`config.mk`:
```
export PLATFORM = sky130hd
export DESIGN_NAME = tmds_channel_encoder
export DESIGN_NICKNAME = d
export VERILOG_FILES = /design/src/rtl/tmds_channel_encoder.sv
export SDC_FILE = /design/constraint.sdc
export NUM_CORES = 1
export LEC_CHECK = 0
export CAP_MARGIN = 20
export CORE_ASPECT_RATIO = 0.9
export CORE_UTILIZATION = 51
export DETAILED_ROUTE_END_ITERATION = 12
export GPL_TIMING_DRIVEN = 0
export PLACE_DENSITY_LB_ADDON = 0.3
export REMOVE_ABC_BUFFERS = 1
export SYNTH_ARGS = -nofsm -noshare
export SYNTH_HDL_FRONTEND = slang
export SYNTH_SLANG_ARGS = --single-unit
```
`constraint.sdc`:
```
create_clock -name clk_pixel -period 4.1 [get_ports clk_pixel]
set_input_delay 0.41 -clock clk_pixel [delete_from_list [all_inputs] [get_ports clk_pixel]]
set_output_delay 0.41 -clock clk_pixel [all_outputs]
set_load 0.05 [all_outputs]
```
`src/rtl/tmds_channel_encoder.sv`:
```
// TMDS 8b/10b channel encoder: input register, transition-minimising stage (S1),
// then DC-balancing stage (S2) with a running-disparity counter.
module tmds_channel_encoder (
  input  logic       clk_pixel,
  input  logic       rst,
  input  logic       de,
  input  logic [7:0] data,
  input  logic [1:0] ctrl,
  output logic [9:0] tmds_out
);

  localparam logic [9:0] CTRL_TOK_00 = 10'b1101010100;
  localparam logic [9:0] CTRL_TOK_01 = 10'b0010101011;
  localparam logic [9:0] CTRL_TOK_10 = 10'b0101010100;
  localparam logic [9:0] CTRL_TOK_11 = 10'b1010101011;

  // DC-balancing decision for one pixel symbol.
  typedef enum logic [1:0] {
    BAL_A,  // disparity neutral: polarity chosen by q_m[8]
    BAL_B,  // invert to pull disparity back towards zero
    BAL_C   // send as-is
  } bal_case_e;

  function automatic logic [3:0] popcount8(input logic [7:0] v);
    logic [3:0] n;
    n = '0;
    for (int i = 0; i < 8; i++) begin
      n = n + {3'b000, v[i]};
    end
    return n;
  endfunction

  // ---------------------------------------------------------------------------
  // Input register
  // ---------------------------------------------------------------------------
  logic       de_in_d,   de_in_q;
  logic [7:0] data_in_d, data_in_q;
  logic [1:0] ctrl_in_d, ctrl_in_q;

  always_comb begin
    de_in_d   = de;
    data_in_d = data;
    ctrl_in_d = ctrl;
  end

  // ---------------------------------------------------------------------------
  // S1: transition minimisation
  // ---------------------------------------------------------------------------
  logic [3:0] n1d;
  logic       use_xnor;
  logic [8:0] q_m_d,     q_m_q;
  logic       de_s1_d,   de_s1_q;
  logic [1:0] ctrl_s1_d, ctrl_s1_q;

  // NOTE: every signal written in an always_comb gets a default before any
  // branch or loop; a path that leaves one unassigned infers a latch.
  always_comb begin
    n1d      = popcount8(data_in_q);
    use_xnor = (n1d > 4'd4) || ((n1d == 4'd4) && !data_in_q[0]);
    q_m_d    = '0;
    q_m_d[0] = data_in_q[0];
    for (int i = 1; i < 8; i++) begin
      q_m_d[i] = use_xnor ? ~(q_m_d[i-1] ^ data_in_q[i])
                          :  (q_m_d[i-1] ^ data_in_q[i]);
    end
    q_m_d[8]  = ~use_xnor;
    de_s1_d   = de_in_q;
    ctrl_s1_d = ctrl_in_q;
  end

  // ---------------------------------------------------------------------------
  // S2: DC balancing and control tokens
  // ---------------------------------------------------------------------------
  logic        [3:0] n1, n0;
  logic signed [4:0] n1_s, n0_s, diff;
  logic signed [4:0] two_q8, two_nq8;
  logic              cnt_pos, cnt_neg;
  bal_case_e         bal_case;
  logic signed [4:0] cnt_d, cnt_q;
  logic        [9:0] tmds_d, tmds_q;

  always_comb begin
    n1      = popcount8(q_m_q[7:0]);
    n0      = 4'd8 - n1;
    n1_s    = $signed({1'b0, n1});
    n0_s    = $signed({1'b0, n0});
    diff    = n1_s - n0_s;
    two_q8  = q_m_q[8] ? 5'sd2 : 5'sd0;
    two_nq8 = q_m_q[8] ? 5'sd0 : 5'sd2;
    cnt_neg = cnt_q[4];
    cnt_pos = !cnt_q[4] && (cnt_q != 5'sd0);

    if ((cnt_q == 5'sd0) || (n1 == n0)) begin
      bal_case = BAL_A;
    end else if ((cnt_pos && (n1 > n0)) || (cnt_neg && (n0 > n1))) begin
      bal_case = BAL_B;
    end else begin
      bal_case = BAL_C;
    end

    tmds_d = CTRL_TOK_00;
    cnt_d  = cnt_q;

    if (!de_s1_q) begin
      // Blanking restarts the disparity so the next active line begins balanced.
      cnt_d = 5'sd0;
      unique case (ctrl_s1_q)
        2'b00:   tmds_d = CTRL_TOK_00;
        2'b01:   tmds_d = CTRL_TOK_01;
        2'b10:   tmds_d = CTRL_TOK_10;
        default: tmds_d = CTRL_TOK_11;
      endcase
    end else begin
      unique case (bal_case)
        BAL_A: begin
          tmds_d = {~q_m_q[8], q_m_q[8], q_m_q[8] ? q_m_q[7:0] : ~q_m_q[7:0]};
          cnt_d  = q_m_q[8] ? (cnt_q + diff) : (cnt_q - diff);
        end
        BAL_B: begin
          tmds_d = {1'b1, q_m_q[8], ~q_m_q[7:0]};
          cnt_d  = cnt_q + two_q8 - diff;
        end
        default: begin
          tmds_d = {1'b0, q_m_q[8], q_m_q[7:0]};
          cnt_d  = cnt_q + diff - two_nq8;
        end
      endcase
    end
  end

  // ---------------------------------------------------------------------------
  // State registers
  // ---------------------------------------------------------------------------
  // NOTE: sequential state uses non-blocking assignments so every flop samples
  // the pre-edge value of its neighbours regardless of statement order.
  always_ff @(posedge clk_pixel) begin
    if (rst) begin
      de_in_q   <= 1'b0;
      data_in_q <= '0;
      ctrl_in_q <= '0;
      q_m_q     <= '0;
      de_s1_q   <= 1'b0;
      ctrl_s1_q <= '0;
      cnt_q     <= 5'sd0;
      tmds_q    <= CTRL_TOK_00;
    end else begin
      de_in_q   <= de_in_d;
      data_in_q <= data_in_d;
      ctrl_in_q <= ctrl_in_d;
      q_m_q     <= q_m_d;
      de_s1_q   <= de_s1_d;
      ctrl_s1_q <= ctrl_s1_d;
      cnt_q     <= cnt_d;
      tmds_q    <= tmds_d;
    end
  end

  assign tmds_out = tmds_q;

endmodule

```
# == Yosys cells after proc, flatten, opt, wreduce, memory -nomap -nowiden ==
# Index checks and enable logic that the tools add are counted.
# W data, S select, Z words.
# op_classes
mux,17
bitwise_logic,18
n_eq_ne,5
order_cmp,3
addsub,21
n_reduce_logical,14
# ops
op,count
$add A4 B1 Y4,8
$pmux W10 S3,1
$pmux W10 S2,1
$mux W10,1
$not A1 Y1,10
$pmux W5 S2,1
$sub A5 B5 Y5,2
$add A3 B1 Y4,2
$gt A4 B4 Y1,2
$mux W2,4
$mux W8,1
$not A8 Y8,1
$mux W1,7
$xor A1 B1 Y1,7
$add A2 B1 Y3,2
$add A5 B3 Y5,1
$add A5 B5 Y5,1
$logic_not A5 Y1,1
$mux W5,1
$reduce_bool A5 Y1,1
$sub A4 B4 Y5,1
$sub A5 B3 Y5,1
$add A1 B1 Y2,2
$eq A2 B1 Y1 const B,2
10 further kinds,17
# totals
reg_bits,38
output_inout_bits,10
word_cells,86
inputBits,13

# == Longest topological paths before layout ==
# logic_depth
ltp_word,29
depth_mapped,16
ltp_nobuf,16

# == Worst setup path before layout ==
# No wires, ideal clock.
# synth_path
kind,register -> register
from,reg q_m_q[0]
to,reg cnt_q[4]
synth_period_minus_slack_ns,4.255
setup_time_ns,0.070
path_slack_ns,-0.155
path_stages_with_launch,17
t_arrival_ns,4.185
path_cell_list,dfxtp_1 -> inv_1 -> fa_1 -> fa_1 -> fa_1 -> inv_1 -> ha_1 -> fa_1 -> xor2_2 -> inv_1 -> ha_1 -> xor2_1 -> nand3_1 -> xnor2_1 -> xnor2_1 -> or3_1 -> a21oi_1
# synth_via
elab_chain_len,15
word_cells_on_any_way,26
cone_classes,add/sub: 13; order compare: 2; eq/ne: 2; mux: 4; reduce/logical: 5
# synth_lines
item,line,source
start: declaration,51,"logic [8:0] q_m_d, q_m_q;"
start signal: assignment,150,q_m_q <= q_m_d;
$add A1 B1 Y2 *,28,"n = n + {3'b000, v[i]};"
$add A2 B1 Y3 *,28,
$add A3 B1 Y4 *,28,
$add A4 B1 Y4 * (4 in a row),28,
"parallel branches: the longest is 7 deep, another holds $sub A4 B4 Y5",-,
$pmux W5 S2 *,114,unique case (bal_case)
end signal: assignment,153,cnt_q <= cnt_d;
end: declaration,79,"logic signed [4:0] cnt_d, cnt_q;"
# Mark *: on every way between the ends.
# A chain may end at the register's enable or synchronous reset.

# == Worst setup path in the final report ==
# layout_path
from,reg q_m_q[0]
to,reg cnt_q[3]
# Same word-level chain as after synthesis.

==> qor.yml <==
clockBufferDepth: 2
synth.top_cell.area_share: 0.324
start_util: 0.529
worst_clock_skew_ns: 0.00478
cts_tree: "built"
vias: 1767
r2r_start: "q_m_q[0]"
min_path_type: "register to register"
synth_edf_count: 0
fin_util: 0.672
vdd_drop_max_uv: 351
fillerInstances: 359
grt_max_degree: 35
syn_inst: 245
total_power_w: 0.00227
period_needed_ns: 4.25
synth_warnings: 0
dp.cells: 321
critPathLaunch: "q_m_q[0]"
worstPathRequired_ns: 4.26
chipHeight_um: 66.3
crit_fanout: 3
stdcell_count: 346
p_per_area_nw_per_um2: 761
maxCapViolations: 0
viasPerCell: 5.11
syn_avg_cell_area_sq_um: 9.57
totalWireLength_um: 4720
async_flop_share: 0
syn_area_sq_um: 2340
dieArea_sq_um: 4870
fmax_mhz: 235
synth_area_leaders: "dfxtp_1 (32%), ha_1 (12%), fa_1 (10%)"
worstSkewPairLatency_ns: 0.28
status: "finished, violations left"
clockRootBuffer: "clkbuf_8"
slew_violations: 0
drt.antenna.violating_nets: 0
htreeDepth: 2
drc_errors: 0
postCtsHoldBufs: 0
grt_pass1_vias: 1568
final_area_sq_um: 2980
port_buffers: 22
placementRows: 23
drive_gt1_frac: 0.197
io_pins: 23
dp_worst_setup_slack_ns: -0.455
antenna_found_initial: 0
hpwlAfterDp_um: 2950
ys_seq_elements: 38
setup_viol: 2
worst_pin_slew_ns: 0.606
cts.sinks: 38
critPathArrivalTime_ns: 4.42
antenna_cells: 0
drt_iter0_markers: 94
dr.pass1.iters: 4
grt_setup_unrepaired: "yes"
dpl_cell_area_sq_um: 2600
grt_overflow_total: 0
setup_ws_ns: -0.155
fin_nets: 331
hold_viol: 0
grt_util_all_layers: 0.190
slew_headroom: 0.596
gp_congestion: 0.786
synth_area_leader_cell: "dfxtp_1"
crit_path_start_kind: "register"
final.period_utilization: 1.04
holdCritStartpoint: "de_in_q"
grt_pass1_wl_um: 6960
synth_cell_types: 41
crit_type: "register to register"
wire_per_inst_um: 13.6
synth_common_cells: "inv_1 (40), dfxtp_1 (38), ha_1 (23)"
ys_seq_area_frac: 0.324
cts_buffers: 5
violations: "negative setup slack"
synth.most_common_cell: "inv_1"
clkTransAtPathRegs_ns: 0.07
synth_ff_type: "dfxtp_1"
core_sq_um: 4430
critPathCaptureType: "register"
leakagePower_nw: 1.27
die_width_um: 73.5
area_growth_pct: 27.0
==> flip-flops by register name (all words and copies together), names as in the netlist, named ones only <==
register	cells
tmds_out	10
q_m_q	9
data_in_q	8
cnt_q	4
ctrl_in_q	2
ctrl_s1_q	2
de_in_q	1
de_s1_q	1
==> layer usage <==
layer,global-route usage,routed length [um],up-vias
met2,0.333,2290,62
met4,0.0553,118,0
met5,0,0,-
met1,0.233,2120,824
li1,-,-,869
met3,0.0412,201,12
==> layout make-up <==
cell class	instances	area, sq um	area share
Multi-Input combinational cell	160	1510	0.508
Sequential cell	38	764	0.257
Timing Repair Buffer	38	364	0.122
Inverter	40	150	0.0504
Tap cell	62	77.6	0.0261
Clock buffer	5	68.8	0.0231
Clock inverter	3	40.0	0.0134
==> cells by family (layout without fill, tap and decap cells) <==
kind of cell | count (synthesis) | after routing | share of synthesized area
fa+ha+maj | 35 | 35 | 0.225
flops | 38 | 38 | 0.324
xor+xnor | 27 | 27 | 0.113
buf+inv | 48 | 86 | 0.0832
simple gates | 61 | 61 | 0.152
mux | 3 | 3 | 0.0133
compound gates | 33 | 34 | 0.0891
==> power by group <==
group	switching (W)	internal, W
Combinational	0.000810	0.000708
Sequential	0.0000367	0.000406
Clock	0.000126	0.000179
==> worst max-delay path, stage by stage (launching register included) <==
cell and delay (ns):
dfxtp_2 0.34, inv_2 0.04, fa_1 0.55, fa_1 0.44, fa_1 0.51, inv_2 0.05, ha_4 0.16, fa_2 0.57
inv_2 0.06, fa_2 0.39, xor2_2 0.18, buf_4 0.14, buf_4 0.11, xor2_1 0.21, nor2_1 0.09, mux2i_2 0.20
a21oi_1 0.09
==> worst paths after layout <==
kind / slack, ns / to / cells past startpoint
min: 0.44 / de_s1_q / 1
min reg2reg: 0.44 / de_s1_q / 1
max: -0.15 / cnt_q[3] / 16
max reg2reg: -0.15 / cnt_q[3] / 16
==> timing repair <==
item | 4_1_cts | 5_1_grt
gates resized for setup | 17 | 13
setup buffers | 9 | 6
cloned | 0 | 1
pin swaps | 9 | 14
endpoints found under the setup margin | 6 | 13
==> cells in the final DEF, fill, tap and decap left out, types with 3 or more instances in the layout <==
cell	instances
ha_4	3
inv_2	4
clkbuf_8	5
clkdlybuf4s50_1	22
and4b_1	3
nor3_1	5
nor2b_1	15
o21ai_1	3
or3_1	3
fa_1	10
inv_1	36
nand2_1	5
nor4_1	3
ha_1	20
a21oi_1	13
xor2_1	5
a22oi_1	3
dfxtp_2	3
nor2_1	15
xnor2_1	17
buf_4	14
dfxtp_1	35
==> per-stage QoR <==
| stage | hold WS (ns) | setup TNS [ns] |
|---|---|---|
| floorplan | 0.414 | -0.155 |
| global placement | 0.419 | -0.680 |
| detailed placement | 0.424 | -0.775 |
| CTS | 0.441 | -0.0327 |
| global route | 0.464 | -0.896 |
| finish | 0.440 | -0.242 |
Note: power is estimated with default switching activity, not from simulation.
